File: config.mk
export PLATFORM = sky130hd
export DESIGN_NAME = firmware_config_tx
export DESIGN_NICKNAME = d
export VERILOG_FILES = /design/src/rtl/firmware_config_tx.sv
export SDC_FILE = /design/constraint.sdc
export NUM_CORES = 1
export LEC_CHECK = 0
export ABC_AREA = 1
export CAP_MARGIN = 25
export CORE_UTILIZATION = 47
export CTS_CLUSTER_DIAMETER = 120
export CTS_CLUSTER_SIZE = 10
export DETAILED_ROUTE_END_ITERATION = 8
export GPL_TIMING_DRIVEN = 0
export MAX_ROUTING_LAYER = met4
export SYNTH_ARGS = -nofsm -noshare
export SYNTH_HDL_FRONTEND = slang
export SYNTH_SLANG_ARGS = --single-unit
export TNS_END_PERCENT = 100
File: constraint.sdc
create_clock -name clk -period 3.5 [get_ports clk]
set_input_delay 1.05 -clock clk [delete_from_list [all_inputs] [get_ports clk]]
set_output_delay 1.05 -clock clk [all_outputs]
set_load 0.01 [all_outputs]
File: src/rtl/firmware_config_tx.sv
// firmware_config_tx
//   Transmit side of the configId/configData firmware bus. Host write
//   commands are queued in a small FIFO. Each command goes out on the bus
//   as a fixed frame: HDR, CHN, DAT [, PAR], followed by one GAP beat.
//   New frames are held off while tracing is high, so chain firmware never
//   changes in the middle of a trace. A frame that has already left IDLE/GAP
//   always runs to completion.
//
//   Optional build macro: CONFIG_PARITY_EN
//     When defined, a PAR beat follows DAT and frame_done moves to PAR.
//
// Ports
//   clk            clock
//   reset          synchronous, active-high reset
//   tracing        high while tracing; blocks new frames
//   cmd_valid      host command valid
//   cmd_ready      FIFO not full (registered)
//   cmd_target_id  destination block ID
//   cmd_field      field code (0 op, 1 addr_rd, 2 cond, 3 cache, 4 cache_addr)
//   cmd_chain      destination chain index
//   cmd_data       firmware value
//   configId       bus target ID; IDLE_ID when no frame is in flight
//   configData     bus payload byte
//   frame_done     one-cycle pulse on the last beat of each frame
//   busy           FIFO non-empty or a frame in flight
//
// state | meaning
// IDLE  | bus idle, waiting for a queued command with tracing low
// HDR   | header beat: field code
// CHN   | chain index beat
// DAT   | firmware data beat
// PAR   | parity beat (parity builds only)
// GAP   | one idle beat between frames; may launch the next frame directly
module firmware_config_tx #(
  parameter int         MAX_CHAINS     = 4,
  parameter int         CMD_FIFO_DEPTH = 8,
  parameter logic [7:0] IDLE_ID        = 8'hFF
) (
  input  logic                          clk,
  input  logic                          reset,
  input  logic                          tracing,
  input  logic                          cmd_valid,
  output logic                          cmd_ready,
  input  logic [7:0]                    cmd_target_id,
  input  logic [2:0]                    cmd_field,
  input  logic [$clog2(MAX_CHAINS)-1:0] cmd_chain,
  input  logic [7:0]                    cmd_data,
  output logic [7:0]                    configId,
  output logic [7:0]                    configData,
  output logic                          frame_done,
  output logic                          busy
);

  localparam int CW = $clog2(MAX_CHAINS);
  localparam int AW = $clog2(CMD_FIFO_DEPTH);
  localparam int EW = 8 + 3 + CW + 8;
  localparam logic [AW:0] FULL_CNT = (AW+1)'(CMD_FIFO_DEPTH);

  typedef enum logic [2:0] {
    S_IDLE,
    S_HDR,
    S_CHN,
    S_DAT,
    S_PAR,
    S_GAP
  } state_t;

  // ---------------- command FIFO ----------------
  logic [EW-1:0] mem [CMD_FIFO_DEPTH];
  logic [AW-1:0] wr_ptr, rd_ptr;
  logic [AW:0]   count, count_next;
  logic          push, pop, fifo_empty;

  logic [7:0]    head_target, head_data;
  logic [2:0]    head_field;
  logic [CW-1:0] head_chain;

  assign push       = cmd_valid && cmd_ready;
  assign fifo_empty = (count == '0);
  assign {head_target, head_field, head_chain, head_data} = mem[rd_ptr];

  always_comb begin
    count_next = count;
    if (push && !pop)
      count_next = count + 1'b1;
    else if (!push && pop)
      count_next = count - 1'b1;
  end

  always_ff @(posedge clk) begin
    if (push)
      mem[wr_ptr] <= {cmd_target_id, cmd_field, cmd_chain, cmd_data};
  end

  // Pointers wrap naturally since the depth is a power of two.
  always_ff @(posedge clk) begin
    if (reset) begin
      wr_ptr    <= '0;
      rd_ptr    <= '0;
      count     <= '0;
      cmd_ready <= 1'b1;
    end else begin
      if (push)
        wr_ptr <= wr_ptr + 1'b1;
      if (pop)
        rd_ptr <= rd_ptr + 1'b1;
      count     <= count_next;
      cmd_ready <= (count_next != FULL_CNT);
    end
  end

  // ---------------- frame FSM ----------------
  state_t        state, state_next;
  logic [7:0]    f_target, f_data, f_chain_zx, f_parity;
  logic [2:0]    f_field;
  logic [CW-1:0] f_chain;
  logic          launch_ok;
  logic [7:0]    id_d, data_d;
  logic          done_d;

  assign launch_ok  = !fifo_empty && !tracing;
  assign f_chain_zx = 8'(f_chain);
  assign f_parity   = f_target ^ {5'b0, f_field} ^ f_chain_zx ^ f_data;

  always_ff @(posedge clk) begin
    if (reset)
      state <= S_IDLE;
    else
      state <= state_next;
  end

  // The popped head is latched here so the frame is immune to later pushes.
  always_ff @(posedge clk) begin
    if (reset) begin
      f_target <= '0;
      f_field  <= '0;
      f_chain  <= '0;
      f_data   <= '0;
    end else if (pop) begin
      f_target <= head_target;
      f_field  <= head_field;
      f_chain  <= head_chain;
      f_data   <= head_data;
    end
  end

  // Bus values are decoded from the current state and then registered,
  // so the bus trails the state register by one cycle.
  always_comb begin
    state_next = state;
    pop        = 1'b0;
    id_d       = IDLE_ID;
    data_d     = 8'h00;
    done_d     = 1'b0;
    case (state)
      S_IDLE: begin
        if (launch_ok) begin
          pop        = 1'b1;
          state_next = S_HDR;
        end
      end
      S_HDR: begin
        id_d       = f_target;
        data_d     = {5'b0, f_field};
        state_next = S_CHN;
      end
      S_CHN: begin
        id_d       = f_target;
        data_d     = f_chain_zx;
        state_next = S_DAT;
      end
      S_DAT: begin
        id_d   = f_target;
        data_d = f_data;
`ifdef CONFIG_PARITY_EN
        state_next = S_PAR;
`else
        done_d     = 1'b1;
        state_next = S_GAP;
`endif
      end
`ifdef CONFIG_PARITY_EN
      S_PAR: begin
        id_d       = f_target;
        data_d     = f_parity;
        done_d     = 1'b1;
        state_next = S_GAP;
      end
`endif
      S_GAP: begin
        if (launch_ok) begin
          pop        = 1'b1;
          state_next = S_HDR;
        end else begin
          state_next = S_IDLE;
        end
      end
      default: state_next = S_IDLE;
    endcase
  end

  always_ff @(posedge clk) begin
    if (reset) begin
      configId   <= IDLE_ID;
      configData <= 8'h00;
      frame_done <= 1'b0;
      busy       <= 1'b0;
    end else begin
      configId   <= id_d;
      configData <= data_d;
      frame_done <= done_d;
      busy       <= !fifo_empty || (state != S_IDLE);
    end
  end

endmodule

==> summary.txt <==
Run status
  – Status: completed

Place
  – Port bufs: 42
  – Area post-placement: 0.009402 sq mm
  – HPWL Detailed: 13.53 mm
  – GP Congestion: 0.7971

Route
  – 1st-iter DRT viols: 555
  – Final WL: 20.92 mm
  – DR pass1 iterations: 6
  – # DRC: 0
  – DRT antenna net count: 0
  – Routed vias: 5723
  – DR WL/cell: 20.51 microns
  – Drt via density: 5.611

Critical path
  – Setup crit end kind: flip-flop
  – CP Cell Sequence: clkdlybuf4s50_1 -> nand2_1 -> inv_1 -> nand2_1 -> nor2_2 -> buf_8
  – Critical Path AT: 3.15 ns
  – Slowest cell delay on critical path: 0.66 ns
  – FF-to-FF Start: cmd_ready
  – R2R Path End: mem[4][7]
  – CP Class: in -> reg
  – CP Launch Type: input port
  – CP required: 3.73 ns
  – CP top delay family: simple AND/OR/NAND/NOR gates
  – FF-to-FF path depth: 5
  – Flop-to-flop setup slack: 1.25 ns
  – Worst Path Max Fanout: 12
  – Critical path's slowest cell: nor2_2
  – Crit-path most repeated cell: nand2_1
  – Worst Path Buf+Inv: 3

Floorplan
  – Core Rows: 48
  – Top-Level Pins: 44
  – Initial core utilization: 48.76%
  – Core Region: 0.01748 sq mm
  – Die W: 136.7 microns
  – Die H: 136.7 microns
  – Full die area: 0.01867 sq mm

Hold path
  – Hold WC Path Type: reg -> reg
  – Min-delay src: f_target[4]
  – Hold Crit Endpoint: configId[4]
  – Hold path cells: 2

Global routing
  – Number of global-route vias before repair: 5532
  – Pin count of the biggest net entering global routing: 17
  – Met3 Usage GRT: 3.519%
  – Total Routing Usage GR: 23.95%
  – Final global-route overflow total: 0
  – Met1 Use GR: 31.33%
  – Busiest grt layer: met2
  – Antenna violations before repair: 0
  – GR Layer Usage met2: 38.80%
  – First-pass GRT wire length: 31.64 mm

Synth
  – Primary FF master, synth: edfxtp_1
  – Synthesis-stage register bit count: 221
  – Distinct cells, synth: 32
  – Ys Warns: 0
  – Synth Net Count: 739
  – Syn_area_per_cell: 12.00 sq um
  – Cells after Synth: 710
  – Mapped cell area: 0.008522 sq mm
  – Seq/Total Area, Yosys: 71.65%
  – Post-synthesis async set-or-reset flop share: 0%
  – Post-synth EDFFs: 168

Timing
  – Max-slew violation count: 0
  – Final period util: 83.48%
  – Slew @ Worst Pin: 0.7936 ns
  – Fmax: 342.3 MHz
  – Setup violators final: 0
  – Clock Skews: 0.01093 ns
  – Crit path time final: 2.922 ns
  – Max_slew headroom: 47.04%
  – Unrepaired setup endpoints after global routing: false
  – Fin. Hold Viols: 0

Clock network
  – Reg clk slew, reported paths: 0.05 ns
  – CTS tree: yes
  – H-tree levels: 1
  – Clock latency on the worst-skew pair: 0.53 ns
  – Post-cts resize count: 0
  – Postcts setup bufs: 0
  – # hold bufs at CTS: 0
  – Clock buffer depth: 3
  – CTS Sinks: 221
  – CTS Root Cell: clkbuf_16
  – Total CTS buffers: 26

Cells and area
  – Synth-to-Final Area Change: 18.56%
  – Final-layout fill cell count: 1375
  – Post-route cell area: 0.01010 sq mm
  – Final #Nets: 817
  – Ant diodes: 0
  – Share of cells above drive strength 1: 9.937%

Power
  – PD cells: 793.2 mW/mm^2
  – Total Power: 8.014 mW
  – Maximum vdd drop: 0.4288 mV
  – Static leakage: 3.421 nW

Flow run
  – Maxcap violations: 0
==> cell families (layout without fill, tap and decap cells) <==
group                      Yosys count  after routing  synth area share (%)
DFF                                221            221                 71.65
AOI/OAI and AO/OA                  165            165                 11.47
adders and majority gates            4              4                0.5873
and+or+nand+nor                    245            245                 12.10
xor gates and xnor gates             2              2                0.2056
buffers and inverters               73            158                 3.993
==> synth_stat cells (3+ instances only) <==
master / n / area, sq um
nor2_1: 125 / 469.2
nand2_2: 4 / 25.02
clkbuf_1: 19 / 71.32
edfxtp_1: 168 / 5045
ha_1: 4 / 50.05
buf_4: 8 / 60.06
buf_2: 10 / 50.05
nand3_1: 37 / 185.2
o211ai_1: 21 / 157.7
o221ai_1: 21 / 183.9
inv_1: 28 / 105.1
buf_6: 3 / 33.78
a21oi_1: 30 / 150.1
o21ai_0: 88 / 440.4
nand2_1: 69 / 259.0
dfxtp_1: 53 / 1061
==> layout make-up <==
type / instances / area, sq um / area share (%)
multi-input cells: 416 / 2096 / 20.74
clock buffers: 33 / 676.9 / 6.700
clock inverters: 2 / 25.02 / 0.2477
plain buffers: 42 / 224.0 / 2.217
flip-flops and latches: 221 / 6106 / 60.43
repair buffers: 50 / 578.1 / 5.721
well taps: 225 / 281.5 / 2.786
inverters: 31 / 116.4 / 1.152
==> metrics by stage <==
step | setup TNS (ns) | std cells | utilization, % | worst slack [ns] | hold WS (ns)
after floorplan | 0 | 710 | - | 0.6800 | 0.4115
after global placement | -110.62 | 977 | 52.78 | -0.8416 | 0.4258
after detailed placement | 0 | 985 | 53.79 | 0.05215 | 0.4311
after CTS | 0 | 1020 | 57.81 | 0.5856 | 0.4418
after global routing | 0 | 1020 | 57.81 | 0.4581 | 0.4631
final | 0 | 1020 | 57.81 | 0.5783 | 0.4397
==> power breakdown <==
| group | switching (mW) | internal (mW) |
|---|---|---|
| logic | 1.63 | 0.787 |
| clock network | 0.973 | 1.34 |
| registers | 0.141 | 3.15 |
| total | 2.74 | 5.27 |
==> worst register-to-register path, cell delays in order (launching register included) <==
cell     delay, ns
dfxtp_1       0.32
nand2_1       0.19
inv_1         0.28
nand2_1       0.24
nor2_2        0.66
buf_8         0.26
==> worst max-delay path by stage <==
stage               from  slack, ns  cells after the start   endpoint
2_1_floorplan  cmd_valid       0.68                      4  mem[0][0]
3_3_place_gp   cmd_valid      -0.84                      5  mem[0][9]
3_5_place_dp   cmd_valid       0.05                      6  mem[4][9]
4_1_cts        cmd_valid       0.59                      6  mem[4][8]
5_1_grt        cmd_valid       0.46                      6  mem[4][7]
6_report       cmd_valid       0.58                      6  mem[4][7]
==> cell usage in the layout (no fill, tap or decap), types with 2 or more instances in the layout <==
| cell | count |
|---|---|
| inv_1 | 28 |
| clkdlybuf4s50_1 | 42 |
| buf_8 | 5 |
| ha_1 | 4 |
| nand4_1 | 2 |
| nor4_1 | 2 |
| clkbuf_1 | 26 |
| nor2_2 | 8 |
| buf_2 | 10 |
| nor2_1 | 117 |
| edfxtp_1 | 168 |
| o211ai_1 | 21 |
| o21ai_0 | 88 |
| buf_16 | 3 |
| buf_4 | 8 |
| a31oi_1 | 2 |
| inv_2 | 2 |
| nor2_4 | 2 |
| xor2_1 | 2 |
| o221ai_1 | 21 |
| buf_6 | 3 |
| dfxtp_1 | 53 |
| a21oi_1 | 30 |
| clkbuf_16 | 26 |
| nand2_2 | 4 |
| nand3_1 | 37 |
| nand2_1 | 69 |
==> layer usage <==
layer | wire (microns) | vias to the layer above
met1 | 9088 | 2777
met2 | 10080 | 212
met3 | 1257 | 43
li1 | - | 2691
met4 | 493 | 0
met5 | 0 | -
==> sequential cells by signal, summed over array words and instances, names as in the netlist <==
| signal | cells |
|---|---|
| f_field | 3 |
| f_chain | 2 |
| configId | 8 |
| count | 4 |
| f_data | 8 |
| cmd_ready | 1 |
| rd_ptr | 3 |
| f_target | 8 |
| state | 3 |
| busy | 1 |
| wr_ptr | 3 |
| mem | 168 |
| frame_done | 1 |
| configData | 8 |
Note: power is estimated with default switching activity, not from simulation.
